File: config.mk
export PLATFORM = sky130hd
export DESIGN_NAME = pool3_flatten_reader
export DESIGN_NICKNAME = d
export VERILOG_FILES = /design/src/rtl/pool3_flatten_reader.sv
export SDC_FILE = /design/constraint.sdc
export NUM_CORES = 1
export LEC_CHECK = 0
export BUFFER_PORTS_ARGS = -buffer_cell sky130_fd_sc_hd__buf_2
export CORE_ASPECT_RATIO = 1.5
export CORE_MARGIN = 1
export CORE_UTILIZATION = 64
export CTS_CLUSTER_SIZE = 14
export DETAILED_ROUTE_END_ITERATION = 16
export GPL_TIMING_DRIVEN = 0
export PLACE_DENSITY = 0.93
export SLEW_MARGIN = 40
export SYNTH_ARGS = -nofsm -noshare
export SYNTH_HDL_FRONTEND = slang
export SYNTH_SLANG_ARGS = --single-unit
export TNS_END_PERCENT = 5
File: constraint.sdc
create_clock -name clk -period 5.7 [get_ports clk]
set_input_delay 0.855 -clock clk [delete_from_list [all_inputs] [get_ports clk]]
set_output_delay 0.855 -clock clk [all_outputs]
set_load 0.005 [all_outputs]
File: src/rtl/pool3_flatten_reader.sv
// pool3_flatten_reader: streams the pooled layer-3 feature map out of BRAM as a flat vector
//   clk, rst_n          clock, synchronous active-low reset
//   start               one-cycle pulse, begins a full readout (ignored unless idle)
//   busy, done          busy during issue/drain, done pulses once after the last beat
//   bram_en, bram_addr  BRAM read port, bram_dout returns RD_LAT cycles after bram_en
//   m_data, m_valid, m_ready, m_last  valid/ready output stream, m_last on the final element
module pool3_flatten_reader #(
  parameter int DATA_WIDTH = 8,
  parameter int CHANNELS   = 128,
  parameter int OUT_HEIGHT = 3,
  parameter int OUT_WIDTH  = 4,
  parameter int ADDR_WIDTH = 11,
  parameter int RD_LAT     = 2,
  parameter int FIFO_DEPTH = 4,
  parameter int HWC_ORDER  = 1
) (
  input  logic                  clk,
  input  logic                  rst_n,
  input  logic                  start,
  output logic                  busy,
  output logic                  done,
  output logic                  bram_en,
  output logic [ADDR_WIDTH-1:0] bram_addr,
  input  logic [DATA_WIDTH-1:0] bram_dout,
  output logic [DATA_WIDTH-1:0] m_data,
  output logic                  m_valid,
  input  logic                  m_ready,
  output logic                  m_last
);
  localparam int TOTAL = CHANNELS * OUT_HEIGHT * OUT_WIDTH;
  localparam int HW    = OUT_HEIGHT * OUT_WIDTH;
  localparam int IW    = $clog2(TOTAL + 1);
  localparam int CW    = CHANNELS > 1 ? $clog2(CHANNELS) : 1;
  localparam int HB    = OUT_HEIGHT > 1 ? $clog2(OUT_HEIGHT) : 1;
  localparam int WB    = OUT_WIDTH > 1 ? $clog2(OUT_WIDTH) : 1;
  localparam int PW    = FIFO_DEPTH > 1 ? $clog2(FIFO_DEPTH) : 1;
  localparam int NW    = $clog2(FIFO_DEPTH + 1);

  typedef enum logic [1:0] {IDLE, ISSUE, DRAIN, DONE} state_t;

  state_t          state_q, state_d;
  logic [CW-1:0]   c_q, c_d;
  logic [HB-1:0]   h_q, h_d;
  logic [WB-1:0]   w_q, w_d;
  logic [IW-1:0]   idx_q, idx_d;
  logic [RD_LAT-1:0] vld_q, lst_q;
  logic [DATA_WIDTH:0] mem_q [FIFO_DEPTH];
  logic [PW-1:0]   wp_q, rp_q;
  logic [NW-1:0]   cnt_q;
  logic            c_end, h_end, w_end, last_issue, wr, rd;

  always_comb begin
    c_end      = c_q == CW'(CHANNELS - 1);
    h_end      = h_q == HB'(OUT_HEIGHT - 1);
    w_end      = w_q == WB'(OUT_WIDTH - 1);
    // credit covers both queued entries and reads still in the BRAM pipeline
    bram_en    = state_q == ISSUE && (32'(cnt_q) + $countones(vld_q) < FIFO_DEPTH);
    bram_addr  = ADDR_WIDTH'(32'(c_q) * HW + 32'(h_q) * OUT_WIDTH + 32'(w_q));
    last_issue = bram_en && idx_q == IW'(TOTAL - 1);
    wr         = vld_q[RD_LAT-1];
    m_valid    = cnt_q != '0;
    rd         = m_valid && m_ready;
    m_data     = m_valid ? mem_q[rp_q][DATA_WIDTH-1:0] : '0;
    m_last     = m_valid && mem_q[rp_q][DATA_WIDTH];
    busy       = state_q == ISSUE || state_q == DRAIN;
    done       = state_q == DONE;
    state_d    = state_q == IDLE  ? (start ? ISSUE : IDLE) :
                 state_q == ISSUE ? (last_issue ? DRAIN : ISSUE) :
                 state_q == DRAIN ? (rd && m_last ? DONE : DRAIN) : IDLE;
    c_d   = c_q;
    h_d   = h_q;
    w_d   = w_q;
    idx_d = idx_q;
    if (state_q == IDLE && start) begin
      {c_d, h_d, w_d, idx_d} = '0;
    end else if (bram_en) begin
      idx_d = idx_q == IW'(TOTAL) ? idx_q : idx_q + 1'b1;
      if (HWC_ORDER != 0) begin
        c_d = c_end ? '0 : c_q + 1'b1;
        w_d = c_end ? (w_end ? '0 : w_q + 1'b1) : w_q;
        h_d = c_end && w_end ? (h_end ? '0 : h_q + 1'b1) : h_q;
      end else begin
        w_d = w_end ? '0 : w_q + 1'b1;
        h_d = w_end ? (h_end ? '0 : h_q + 1'b1) : h_q;
        c_d = w_end && h_end ? (c_end ? '0 : c_q + 1'b1) : c_q;
      end
    end
  end

  always_ff @(posedge clk) begin
    if (!rst_n) begin
      state_q <= IDLE;
      c_q     <= '0;
      h_q     <= '0;
      w_q     <= '0;
      idx_q   <= '0;
      vld_q   <= '0;
      lst_q   <= '0;
      wp_q    <= '0;
      rp_q    <= '0;
      cnt_q   <= '0;
    end else begin
      state_q  <= state_d;
      c_q      <= c_d;
      h_q      <= h_d;
      w_q      <= w_d;
      idx_q    <= idx_d;
      vld_q[0] <= bram_en;
      lst_q[0] <= last_issue;
      for (int i = 1; i < RD_LAT; i++) begin
        vld_q[i] <= vld_q[i-1];
        lst_q[i] <= lst_q[i-1];
      end
      if (wr) wp_q <= wp_q == PW'(FIFO_DEPTH - 1) ? '0 : wp_q + 1'b1;
      if (rd) rp_q <= rp_q == PW'(FIFO_DEPTH - 1) ? '0 : rp_q + 1'b1;
      cnt_q <= cnt_q + NW'(wr) - NW'(rd);
    end
  end

  // storage needs no reset: entries are only visible while counted
  always_ff @(posedge clk) begin
    if (wr) mem_q[wp_q] <= {lst_q[RD_LAT-1], bram_dout};
  end
endmodule

# Word-level counts from Yosys, hierarchy flattened
# Memories as Yosys holds them, arrays and structs flattened. A register that Yosys moved wholly into a read port is not among the register bits.
# Cells that the tools add are included.
# word_totals
reg_bits	35
mem_bits_rw	36
input_bits	12
elab_cells	67
n_memories	1
# op_classes
addsub	12
n_mul	1
order_cmp	1
eq_ne	10
n_mux	16
bitwise	2
n_reduce_logical	14
# mem_list
name	depth	width	rd	rd_clocked_by_memory_dff	write_ports	line	rtl
mem_q	4	9	1	1	1	47	logic [DATA_WIDTH:0] mem_q [FIFO_DEPTH];
# op_table
cell	count
11-bit equality test (second input constant)	2
2-bit two-way mux	10
2-bit equality test (second input constant)	6
11-bit by 1-bit adder with 11-bit output (second input constant)	1
11-bit by 2-bit adder with 11-bit output	1
11-bit by 4-bit adder with 11-bit output	1
7-bit by 2-bit multiplier with 9-bit output (second input constant)	1
2-bit by 1-bit adder with 2-bit output (second input constant)	4
8-bit two-way mux	1
7-bit by 1-bit adder with 7-bit output (second input constant)	1
7-bit equality test (second input constant)	1
1-bit logical AND	7
7-bit two-way mux	1
2-bit AND reduction	3
3-bit by 2-bit adder with 4-bit output	1
4-bit by 3-bit < comparator with 1-bit output (second input constant)	1
1-bit two-way mux	4
3-bit by 1-bit adder with 3-bit output	1
3-bit nonzero test	1
3-bit by 1-bit subtractor with 3-bit output	1
1-bit by 1-bit adder with 2-bit output	1
2-bit by 1-bit equality test with 1-bit output (second input constant)	1
2-bit zero test	1
1-bit NOT	2
2 further kinds	2

# Logic depth before layout (Yosys ltp)
# depth
ltp_word	8
depth_mapped	9
depth_no_buf	9

# Worst setup path after synthesis
# Ideal clock, no wire load.
# synth_path
path_kind	register to output
start	register c_q[0]
end	output bram_addr[10]
arrival_ns	2.388
required_ns	4.845
slack_ns	2.457
path_stages_with_launch	9
path_buffers	0
cell_sequence	dfxtp_1 -> ha_1 -> inv_1 -> fa_1 -> nand2b_1 -> a2111oi_1 -> a211oi_1 -> o41a_1 -> o32ai_1
# synth_via
elab_chain_len	3
# synth_rtl
element	line	rtl
start: declaration	42	logic [CW-1:0] c_q, c_d;
start signal: assignment	93	c_q <= '0;
start signal: assignment	104	c_q <= c_d;
7-bit by 2-bit multiplier with 9-bit output	58	bram_addr = ADDR_WIDTH'(32'(c_q) * HW + 32'(h_q) * OUT_WIDTH + 32'(w_q));
11-bit by 4-bit adder with 11-bit output	58	
11-bit by 2-bit adder with 11-bit output	58	
end: declaration	23	output logic [ADDR_WIDTH-1:0] bram_addr,
# No other way between the ends.

# Worst setup path in the final report
# Same ends and word-level chain as after synthesis.

==> impl_metrics.csv <==
group,metric,value,unit
run,drv_cap,0,
placement,io_buffer_count,35,
timing,fin_worst_skew,7.62,ps
timing,fmaxAchievable,250,MHz
drt,routed_via_density,5.92,
timing,setup_tns,0,ps
worst_setup_path,cp-end-kind,"primary output",
logic_synthesis,netlist_area,3750,µm²
global_routing,track_usage,0.255,
placement,hpwl,5460,µm
timing,worst_pin_slew,557,ps
timing,period_needed,4000,ps
global_routing,grt-ovfl-total,0,
global_routing,grt_pass1_wl,11800,µm
drt,drt_iter0_markers,88,
power,p_switching,335,µW
worst_setup_path,crit_start,"c_q[0]$_SDFFE_PP0P_",
worst_setup_path,cp.arrival,3150,ps
logic_synthesis,syn-instance-count,339,
timing,hold_violations,0,
worst_setup_path,reg2regPathDepth,9,
logic_synthesis,yosysWarnings,0,
worst_setup_path,endpoint,"bram_addr[10]",
outcome,status,"finished, final reports clean",
logic_synthesis,synth_seq_area_share,0.486,
cts,cts_tree,"built",
cts,clk_latency,340,ps
worst_setup_path,crit_path_start_kind,"flop",
placement,dpl.cell_count,444,
drt,finalWirelength,7210,µm
floorplanning,pin_count,36,
cts,root_buffer,"clkbuf_8",
logic_synthesis,synth_edf_count,36,
logic_synthesis,synth_cell_types,49,
worst_setup_path,path_class,"flop to primary output",
min_path,min_path_type,"flop to flop",
floorplanning,start_util,0.673,
cts,htree_num_levels,3,
worst_setup_path,timing.rr.start,"cnt_q[1]$_SDFF_PN0_",
power,p_per_area,287,nW/µm²
placement,globalplace.congestion,0.881,
worst_setup_path,rrSetupSlack,3410,ps
cells_and_area,nNetsFinal,426,
logic_synthesis,syn_area_per_cell,11.1,µm²
cts,clockBufferDepth,2,
worst_setup_path,path_max_fanout,7,
timing,setup_viol,0,
cts,cts_resized,0,
logic_synthesis,synthesis.nets,380,
cells_and_area,final_layout_size_suffix_gt1_frac,0.172,
drt,first_pass_iters,4,
cells_and_area,stdcell_count,460,
logic_synthesis,ys_seq_elements,73,
floorplanning,row_count,33,
timing,maxSlewViolCount,0,
global_routing,grt_pass1_vias,2723,
power,leakagePower,0.00158,µW
drt,vias,2723,
power,p_sw_frac,0.278,
timing,slew_headroom,0.629,
power,power_frac_comb,0.202,
power,p_clk_frac,0.311,
worst_setup_path,required,4850,ps
drt,avgRoutedWirePerCell,15.7,µm
cts,path_clk_slew,70,ps
power,seqPwrFrac,0.487,
floorplanning,dieArea,6180,µm²
drt,ant_nets,0,
timing,fin_crit_sh,0.702,
global_routing,grt_max_degree,14,
power,p_total,1210,µW
power,p_int,871,µW
drt,drc_errors,0,
timing,rsz0062_at_grt,"no",
cells_and_area,syn2layout_area_growth,12.0,%
floorplanning,die_w,64.5,µm
cells_and_area,n_antenna_cell,0,
logic_synthesis,synth_ff_type,"dfxtp_1",
worst_setup_path,r2r_end,"cnt_q[2]$_SDFF_PN0_",
cts,cts.hold.buffers_added,0,
logic_synthesis,async_flop_share,0,
floorplanning,core_area,5570,µm²
global_routing,antenna_found_initial,0,
cts,postCtsSetupRepairBufs,0,
cts,cts-buffers-inserted,9,
cts,numClockSinks,73,
floorplanning,die_y,95.7,µm
power,ir_drop,0.241,mV
-- final cells by class --
cell class                 count  area [µm²]
tap                           70        87.6
fill                         362        1370
clock inverter                 5        37.5
sequential                    73        1820
clock buffer                  11         151
buffer                         9        37.5
timing repair buffer          35         175
inverter                      28         105
multi-input combinational    229        1790
-- layer usage --
layer  vias to the layer above  global-route usage  wire length, µm
met4                         0              0.0963               99
met2                        52               0.501             4100
met5                         -                   0                0
met1                      1327               0.254             2810
met3                         9              0.0604              202
li1                       1335                   -                -
-- critical path, cell delays in order (launching register included) --
cell and delay [ps]:
dfxtp_1 460, ha_1 350, inv_1 90, fa_1 380
nand2b_1 220, a2111oi_1 440, a211oi_1 160, o41a_1 430
o32ai_1 130, buf_2 160
-- cell families after synthesis --
group	count (synthesis)	synth area share
AND/OR/NAND/NOR	110	0.163
flip-flops	73	0.486
AO/OA/AOI/OAI	65	0.117
buffers and inverters	37	0.0380
adder cells (fa/ha/maj)	29	0.103
multiplexers	15	0.0701
XOR/XNOR	10	0.0234
-- flip-flops by register name (all words and copies together) (netlist names), named ones only --
register,flops
vld_q,2
lst_q,2
state_q,2
wp_q,2
mem_q,36
c_q,7
cnt_q,3
idx_q,11
h_q,2
rp_q,2
w_q,2
-- layout by cell type, fill, tap and decap left out, types with 2 or more instances in the layout --
| cell type | n |
|---|---|
| o2111ai_1 | 2 |
| dfxtp_1 | 37 |
| clkbuf_1 | 6 |
| nand4_1 | 4 |
| a211o_1 | 2 |
| o31ai_1 | 5 |
| nand2_1 | 20 |
| edfxtp_1 | 36 |
| and4_1 | 2 |
| nand3_1 | 12 |
| nand2b_1 | 6 |
| a21oi_1 | 24 |
| mux4_2 | 9 |
| and2_1 | 22 |
| clkinvlp_4 | 3 |
| or4_1 | 9 |
| nor3_1 | 5 |
| nor4_1 | 4 |
| o21ai_0 | 9 |
| clkbuf_8 | 11 |
| or3_1 | 3 |
| a21boi_0 | 2 |
| and3_1 | 2 |
| fa_1 | 3 |
| xor2_1 | 2 |
| buf_2 | 38 |
| inv_1 | 28 |
| nor2b_1 | 5 |
| mux2i_1 | 6 |
| a21o_1 | 7 |
| nor2_1 | 12 |
| ha_1 | 26 |
| xnor2_1 | 8 |
-- per-stage QoR --
stage          setup WS (ps)  hold WS (ps)  instance area, µm²  utilization
3_3_place_gp            2170           416                4010        0.720
2_1_floorplan           2460           412                3750            -
4_1_cts                 1690           448                4200        0.754
3_5_place_dp            2090           430                4010        0.720
6_report                1700           440                4200        0.754
5_1_grt                 1450           479                4200        0.754
-- worst min path at each step --
| stage | from | endpoint | slack [ps] | depth (start not counted) |
|---|---|---|---|---|
| 2_1_floorplan | lst_q[0]$_SDFF_PN0_ | lst_q[1]$_SDFF_PN0_ | 410 | 1 |
| 3_3_place_gp | lst_q[0]$_SDFF_PN0_ | lst_q[1]$_SDFF_PN0_ | 420 | 1 |
| 3_5_place_dp | lst_q[0]$_SDFF_PN0_ | lst_q[1]$_SDFF_PN0_ | 430 | 1 |
| 4_1_cts | lst_q[0]$_SDFF_PN0_ | lst_q[1]$_SDFF_PN0_ | 450 | 1 |
| 5_1_grt | lst_q[0]$_SDFF_PN0_ | lst_q[1]$_SDFF_PN0_ | 480 | 1 |
| 6_report | lst_q[0]$_SDFF_PN0_ | lst_q[1]$_SDFF_PN0_ | 440 | 1 |
-- power groups by stage --
stage	Combinational, µW	Sequential [µW]	Clock, µW
2_1_floorplan	166	594	0
3_3_place_gp	231	597	0
3_5_place_dp	248	599	0
4_1_cts	249	587	380
5_1_grt	276	589	402
6_report	244	587	374
-- cell usage after synthesis (2+ instances only) --
cell / n / share of area
a211o_1: 2 / 0.0047
a21boi_0: 2 / 0.0040
a21o_1: 7 / 0.014
a21oi_1: 24 / 0.032
and2_1: 22 / 0.037
and3_1: 2 / 0.0033
and4_1: 2 / 0.0047
buf_2: 3 / 0.0040
clkbuf_1: 6 / 0.0060
dfxtp_1: 37 / 0.20
edfxtp_1: 36 / 0.29
fa_1: 3 / 0.016
ha_1: 26 / 0.087
inv_1: 28 / 0.028
mux2i_1: 6 / 0.016
mux4_2: 9 / 0.054
nand2_1: 20 / 0.020
nand2b_1: 6 / 0.010
nand3_1: 12 / 0.016
nand4_1: 4 / 0.0067
nor2_1: 12 / 0.012
nor2b_1: 5 / 0.0083
nor3_1: 5 / 0.0067
nor4_1: 4 / 0.0067
o2111ai_1: 2 / 0.0047
o21ai_0: 9 / 0.012
o31ai_1: 5 / 0.010
or3_1: 3 / 0.0050
or4_1: 9 / 0.018
xnor2_1: 8 / 0.019
xor2_1: 2 / 0.0047
Note: power is estimated with default switching activity, not from simulation.
